$ cat config.mk
export PLATFORM = sky130hd
export DESIGN_NAME = ws2812_frame_tx_flat
export DESIGN_NICKNAME = d
export VERILOG_FILES = /design/src/rtl/ws2812_frame_tx_if.sv /design/src/rtl/ws2812_frame_tx.sv /design/src/flat_wrapper.sv
export SDC_FILE = /design/constraint.sdc
export NUM_CORES = 2
export LEC_CHECK = 0
export CAP_MARGIN = 10
export CORE_AREA = 2 2 607 609
export DETAILED_ROUTE_END_ITERATION = 16
export DIE_AREA = 0 0 609 611
export PLACE_DENSITY = 0.38
export SYNTH_ARGS = -nofsm -noshare
export SYNTH_HDL_FRONTEND = slang
export SYNTH_SLANG_ARGS = --single-unit
$ cat constraint.sdc
create_clock -name clk -period 69.1 [get_ports clk]
set_input_delay 13.82 -clock clk [delete_from_list [all_inputs] [get_ports clk]]
set_output_delay 13.82 -clock clk [all_outputs]
set_load 0.1 [all_outputs]
$ cat src/rtl/ws2812_frame_tx_if.sv
// Frame/control bundle between the frame-building logic and the WS2812 transmitter.
// The master owns frame/start; the transmitter (slave) drives the line and status.
`timescale 1ns/1ps
interface ws2812_frame_tx_if #(
    parameter int NUM_LEDS = 64
);
    logic [NUM_LEDS*24-1:0] frame;
    logic                   start;
    logic                   dout;
    logic                   busy;
    logic                   done;

    modport master (
        output frame,
        output start,
        input  dout,
        input  busy,
        input  done
    );

    modport slave (
        input  frame,
        input  start,
        output dout,
        output busy,
        output done
    );
endinterface

$ cat src/rtl/ws2812_frame_tx.sv
// Serialises one NUM_LEDS x 24-bit GRB frame onto a WS2812 data line, then holds
// the line low for the latch period and pulses done.
`timescale 1ns/1ps
module ws2812_frame_tx #(
    parameter int NUM_LEDS     = 64,
    parameter int T_BIT        = 125,
    parameter int T0H          = 40,
    parameter int T1H          = 80,
    parameter int RESET_CYCLES = 6000
) (
    input  logic              clk,
    input  logic              rst,
    ws2812_frame_tx_if.slave  bus
);
    localparam int NUM_BITS = NUM_LEDS * 24;
    localparam int CYC_MAX  = (T_BIT > RESET_CYCLES) ? T_BIT : RESET_CYCLES;
    localparam int BIT_W    = (NUM_BITS > 1) ? $clog2(NUM_BITS) : 1;
    localparam int CYC_W    = (CYC_MAX > 1) ? $clog2(CYC_MAX) : 1;

    localparam logic [BIT_W-1:0] LAST_BIT       = BIT_W'(NUM_BITS - 1);
    localparam logic [CYC_W-1:0] BIT_LAST_CYC   = CYC_W'(T_BIT - 1);
    localparam logic [CYC_W-1:0] LATCH_LAST_CYC = CYC_W'(RESET_CYCLES - 1);
    localparam logic [CYC_W-1:0] T0H_C          = CYC_W'(T0H);
    localparam logic [CYC_W-1:0] T1H_C          = CYC_W'(T1H);

    if (!(T0H > 0 && T0H < T1H && T1H < T_BIT && RESET_CYCLES >= 1 && NUM_LEDS >= 1)) begin : g_param_check
        $error("ws2812_frame_tx: illegal parameters (need 0 < T0H < T1H < T_BIT, RESET_CYCLES >= 1, NUM_LEDS >= 1)");
    end

    typedef enum logic [1:0] {
        IDLE  = 2'd0,
        SEND  = 2'd1,
        LATCH = 2'd2
    } state_t;

    // Shadow is stored in transmission order so global bit k sits at index k:
    // LED-major, G7 first within each LED. The permutation is pure wiring.
    logic [NUM_BITS-1:0] frame_tx_order;

    for (genvar k = 0; k < NUM_BITS; k++) begin : g_order
        assign frame_tx_order[k] = bus.frame[(k / 24) * 24 + 23 - (k % 24)];
    end

    state_t              state_q,   state_d;
    logic [BIT_W-1:0]    bit_idx_q, bit_idx_d;
    logic [CYC_W-1:0]    cyc_q,     cyc_d;
    logic [NUM_BITS-1:0] shadow_q,  shadow_d;
    logic                dout_q,    dout_d;
    logic                busy_q,    busy_d;
    logic                done_q,    done_d;
    logic [CYC_W-1:0]    high_len;

    always_comb begin
        // NOTE: every signal gets a default before the case so no path leaves one unassigned and infers a latch.
        state_d   = state_q;
        bit_idx_d = bit_idx_q;
        cyc_d     = cyc_q;
        shadow_d  = shadow_q;
        busy_d    = busy_q;
        dout_d    = 1'b0;
        done_d    = 1'b0;
        high_len  = shadow_q[bit_idx_q] ? T1H_C : T0H_C;

        case (state_q)
            IDLE: begin
                busy_d = 1'b0;
                if (bus.start) begin
                    state_d   = SEND;
                    shadow_d  = frame_tx_order;
                    bit_idx_d = '0;
                    cyc_d     = '0;
                    busy_d    = 1'b1;
                    // Cycle 0 of any bit is high for both symbols (T0H > 0).
                    dout_d    = 1'b1;
                end
            end

            SEND: begin
                if (cyc_q == BIT_LAST_CYC) begin
                    cyc_d = '0;
                    if (bit_idx_q == LAST_BIT) begin
                        state_d   = LATCH;
                        bit_idx_d = '0;
                    end else begin
                        bit_idx_d = bit_idx_q + 1'b1;
                        dout_d    = 1'b1;
                    end
                end else begin
                    cyc_d  = cyc_q + 1'b1;
                    dout_d = (cyc_d < high_len);
                end
            end

            LATCH: begin
                if (cyc_q == LATCH_LAST_CYC) begin
                    state_d = IDLE;
                    cyc_d   = '0;
                    busy_d  = 1'b0;
                    done_d  = 1'b1;
                end else begin
                    cyc_d = cyc_q + 1'b1;
                end
            end

            default: begin
                state_d   = IDLE;
                bit_idx_d = '0;
                cyc_d     = '0;
                busy_d    = 1'b0;
            end
        endcase
    end

    // NOTE: sequential state uses non-blocking assignments so all flops update together at the edge.
    always_ff @(posedge clk or posedge rst) begin
        if (rst) begin
            state_q   <= IDLE;
            bit_idx_q <= '0;
            cyc_q     <= '0;
            shadow_q  <= '0;
            dout_q    <= 1'b0;
            busy_q    <= 1'b0;
            done_q    <= 1'b0;
        end else begin
            state_q   <= state_d;
            bit_idx_q <= bit_idx_d;
            cyc_q     <= cyc_d;
            shadow_q  <= shadow_d;
            dout_q    <= dout_d;
            busy_q    <= busy_d;
            done_q    <= done_d;
        end
    end

    assign bus.dout = dout_q;
    assign bus.busy = busy_q;
    assign bus.done = done_q;

endmodule

$ cat src/flat_wrapper.sv
// flat-port wrapper written by rule: the top's interface ports become plain ports
module ws2812_frame_tx_flat 
#(
    parameter int NUM_LEDS     = 64,
    parameter int T_BIT        = 125,
    parameter int T0H          = 40,
    parameter int T1H          = 80,
    parameter int RESET_CYCLES = 6000
)
  (clk, rst, bus_frame, bus_start, bus_dout, bus_busy, bus_done);
  ws2812_frame_tx_if #(.NUM_LEDS(NUM_LEDS)) bus_i ();
  input  logic clk;
  input  logic rst;
  input wire logic [$bits(bus_i.frame)-1:0] bus_frame;
  input wire logic [$bits(bus_i.start)-1:0] bus_start;
  output wire logic [$bits(bus_i.dout)-1:0] bus_dout;
  output wire logic [$bits(bus_i.busy)-1:0] bus_busy;
  output wire logic [$bits(bus_i.done)-1:0] bus_done;
  assign bus_i.frame = bus_frame;
  assign bus_i.start = bus_start;
  assign bus_dout = bus_i.dout;
  assign bus_busy = bus_i.busy;
  assign bus_done = bus_i.done;
  ws2812_frame_tx #(.NUM_LEDS(NUM_LEDS), .T_BIT(T_BIT), .T0H(T0H), .T1H(T1H), .RESET_CYCLES(RESET_CYCLES)) u_core (.clk(clk), .rst(rst), .bus(bus_i));
endmodule
==> out/results.tsv <==
metric	value	unit
status	completed	
H-Tree Depth	4	
Worst-Margin Slew	1370	ps
Internal	2.60	mW
post-synth top area cell	dfrtp_1	
Hold Path Class	flop to flop	
Yosys top cell area share	0.546	
synthesized netlist cell count	7832	
FFs w/ async S/R, synth	1.00	
Wirelength per Cell	27.3	um
hold_sp	u_core.shadow_q[571]	
pre-CTS WS	50420	ps
placed cell area	92100	um2
initial antenna violation count	252	
largest net degree at the start of global routing	229	
Unique masters post-synth	73	
CTS resizes	0	
most frequent cells in the layout	4697 x nand2_1, 1556 x dfrtp_1, 1538 x clkdlybuf4s50_1, 301 x mux4_2, 202 x clkbuf_16	
yosys warns	0	
vias post-DR	61958	
CP Capture Type	flop	
drt via density	4.35	
Primary FF master, synth	dfrtp_1	
Worst-Skew Late Latency	870	ps
cell area power density	41.8	nW/um2
CTS sink cnt	1565	
crit start category	input pin	
Die Y	611	um
Num CTS Buffers	200	
antenna viol nets, final	0	
RR Endpoint	u_core.bus.dout	
vias in the first global route	65097	
I/O Pins	1542	
Initial Utilization	0.196	
Port Buffers	1541	
GRT overflow	0	
flop2flop setup slack	62210	ps
max_cap viols	0	
utilization after layout	0.272	
hpwl dp	292000	um
GRT Overall Usage	0.204	
Finish-stage setup viols	0	
Worst Hold Margin	467	ps
die area	372000	um2
DRT Wirelength	389000	um
Clock Tree Root	clkbuf_16	
clk buf depth	4	
Seq pwr share	0.387	
CTS Hold Bufs	0	
Seq cells post-synth	1565	
placed cell count	13800	
fmax	56.1	MHz
R2R cell count	16	
die width	609	um
area delta synth->final	38.3	%
combinational power share	0.348	
post-CTS setup buffer count	0	
Worst VDD drop	0.0213	mV
RePlAce Congestion	0.849	
P_leak	46.1	nW
clock-pin transition on the worst setup and hold timing paths	60	ps
NumNets Final	10734	
CP Max Fanout	228	
CTS tree	done	
commonest non-fill, non-tap cell in the layout	nand2_1	
required time of the critical path	69920	ps
cell depth of the worst hold path	2	
Sw Ratio	0.373	
layout cell share with drive strength beyond 1	0.0833	
top cells by area, synth	dfrtp_1 55%, nand2_1 25%, mux4_2 9.5%, mux2i_1 2.6%, clkbuf_1 1.9%	
Residual DRC	0	
worst path arrival time	18650	ps
CP Class	input pin to flop	
Post-Layout Cell Count	14240	
Max Transition Viols Final	0	
sequential share of the synthesized area	0.546	
Sw Pwr	1.55	mW
clk_skew	39.6	ps
slew margin rel.	0.0863	
final worst-path cycle share	0.258	
DR iter-0 viols	4443	
Pwr Total	4.14	mW
post-route cell area	99100	um2
global-route wire length before repair	534000	um
min Tclk post-route	17830	ps
Site Rows	222	
Final WS setup	51270	ps
Syn Nets	9380	
syn_area_per_cell	9.15	um2
Final TNS setup	0	ps
RSZ-0062 raised after global routing	no	
Worst Hold Path EP	u_core.shadow_q[571]	
Hold Vio Cnt, Final	0	
EDFF count, synth	0	
First-pass DRT Iterations	6	
synthesized cell area	71700	um2
Clock power frac	0.265	
core footprint	365000	um2
worst r2r src	u_core.bit_idx_q[1]	
[cells in the mapped netlist (all sizes together), types with 5 or more instances]
library cell / number
nand2: 4699
dfrtp: 1565
clkbuf: 364
mux4: 310
mux2i: 183
buf: 140
a21oi: 56
a22oi: 54
o21ai: 50
nand3: 39
nor2: 36
o221ai: 32
o22ai: 29
a211oi: 26
and2: 21
nor3: 20
o31ai: 18
nor2b: 15
a221oi: 13
a31oi: 13
and3: 13
inv: 13
a2111oi: 11
mux2: 10
ha: 9
a22o: 8
nand3b: 8
nor4: 7
a211o: 6
nand2b: 6
xnor2: 6
nand4: 5
o211ai: 5
[state kept, by name, summed over array words and instances, names as in the netlist]
register,cells
u_core.bit_idx_q,11
u_core.bus.busy,1
u_core.bus.done,1
u_core.bus.dout,1
u_core.cyc_q,13
u_core.shadow_q,1536
u_core.state_q,2
[worst max-delay path by stage]
stage | depth (start not counted) | startpoint | end
finish | 8 | bus_start | u_core.shadow_q[881]
global route | 8 | bus_start | u_core.shadow_q[161]
CTS | 8 | bus_start | u_core.shadow_q[1286]
detailed placement | 8 | bus_start | u_core.shadow_q[163]
global placement | 8 | bus_start | u_core.shadow_q[161]
floorplan | 1 | rst | u_core.bit_idx_q[0]
[metal layers]
layer  GRT usage  wire length, um
met3      0.0388            20900
met2       0.358           196000
met4      0.0690            12300
met1       0.250           159000
met5           0              706
[kinds of logic after synthesis]
kind of cell,share of synthesized area
muxes,0.125
AOI/OAI and AO/OA,0.0340
xor gates and xnor gates,0.000733
buffers and inverters,0.0317
adders and majority gates,0.00157
and+or+nand+nor,0.261
DFF,0.546
[worst max-delay path, stage by stage]
cell,delay [ps]
clkdlybuf4s50_1,510
nand2_4,440
buf_12,640
buf_12,600
buf_4,800
buf_4,920
nand2_1,150
nand2_1,110
[power by group through the flow]
stage | Sequential, mW | Combinational [mW] | Clock, mW
detailed placement | 1.62 | 1.48 | 0
global placement | 1.60 | 1.46 | 0
CTS | 1.60 | 1.49 | 1.13
finish | 1.61 | 1.44 | 1.10
floorplan | 1.53 | 0.975 | 0
global route | 1.65 | 1.62 | 1.17
[cell type report]
type	count	area, um2
well taps	4816	6030
repair buffers	1656	16500
fillers	39169	266000
flip-flops and latches	1565	39200
diodes	86	215
multi-input cells	5748	30300
clock inverters	53	870
inverters	15	73.8
clock buffers	301	5920
No activity file was read; power rests on OpenSTA's default activity.
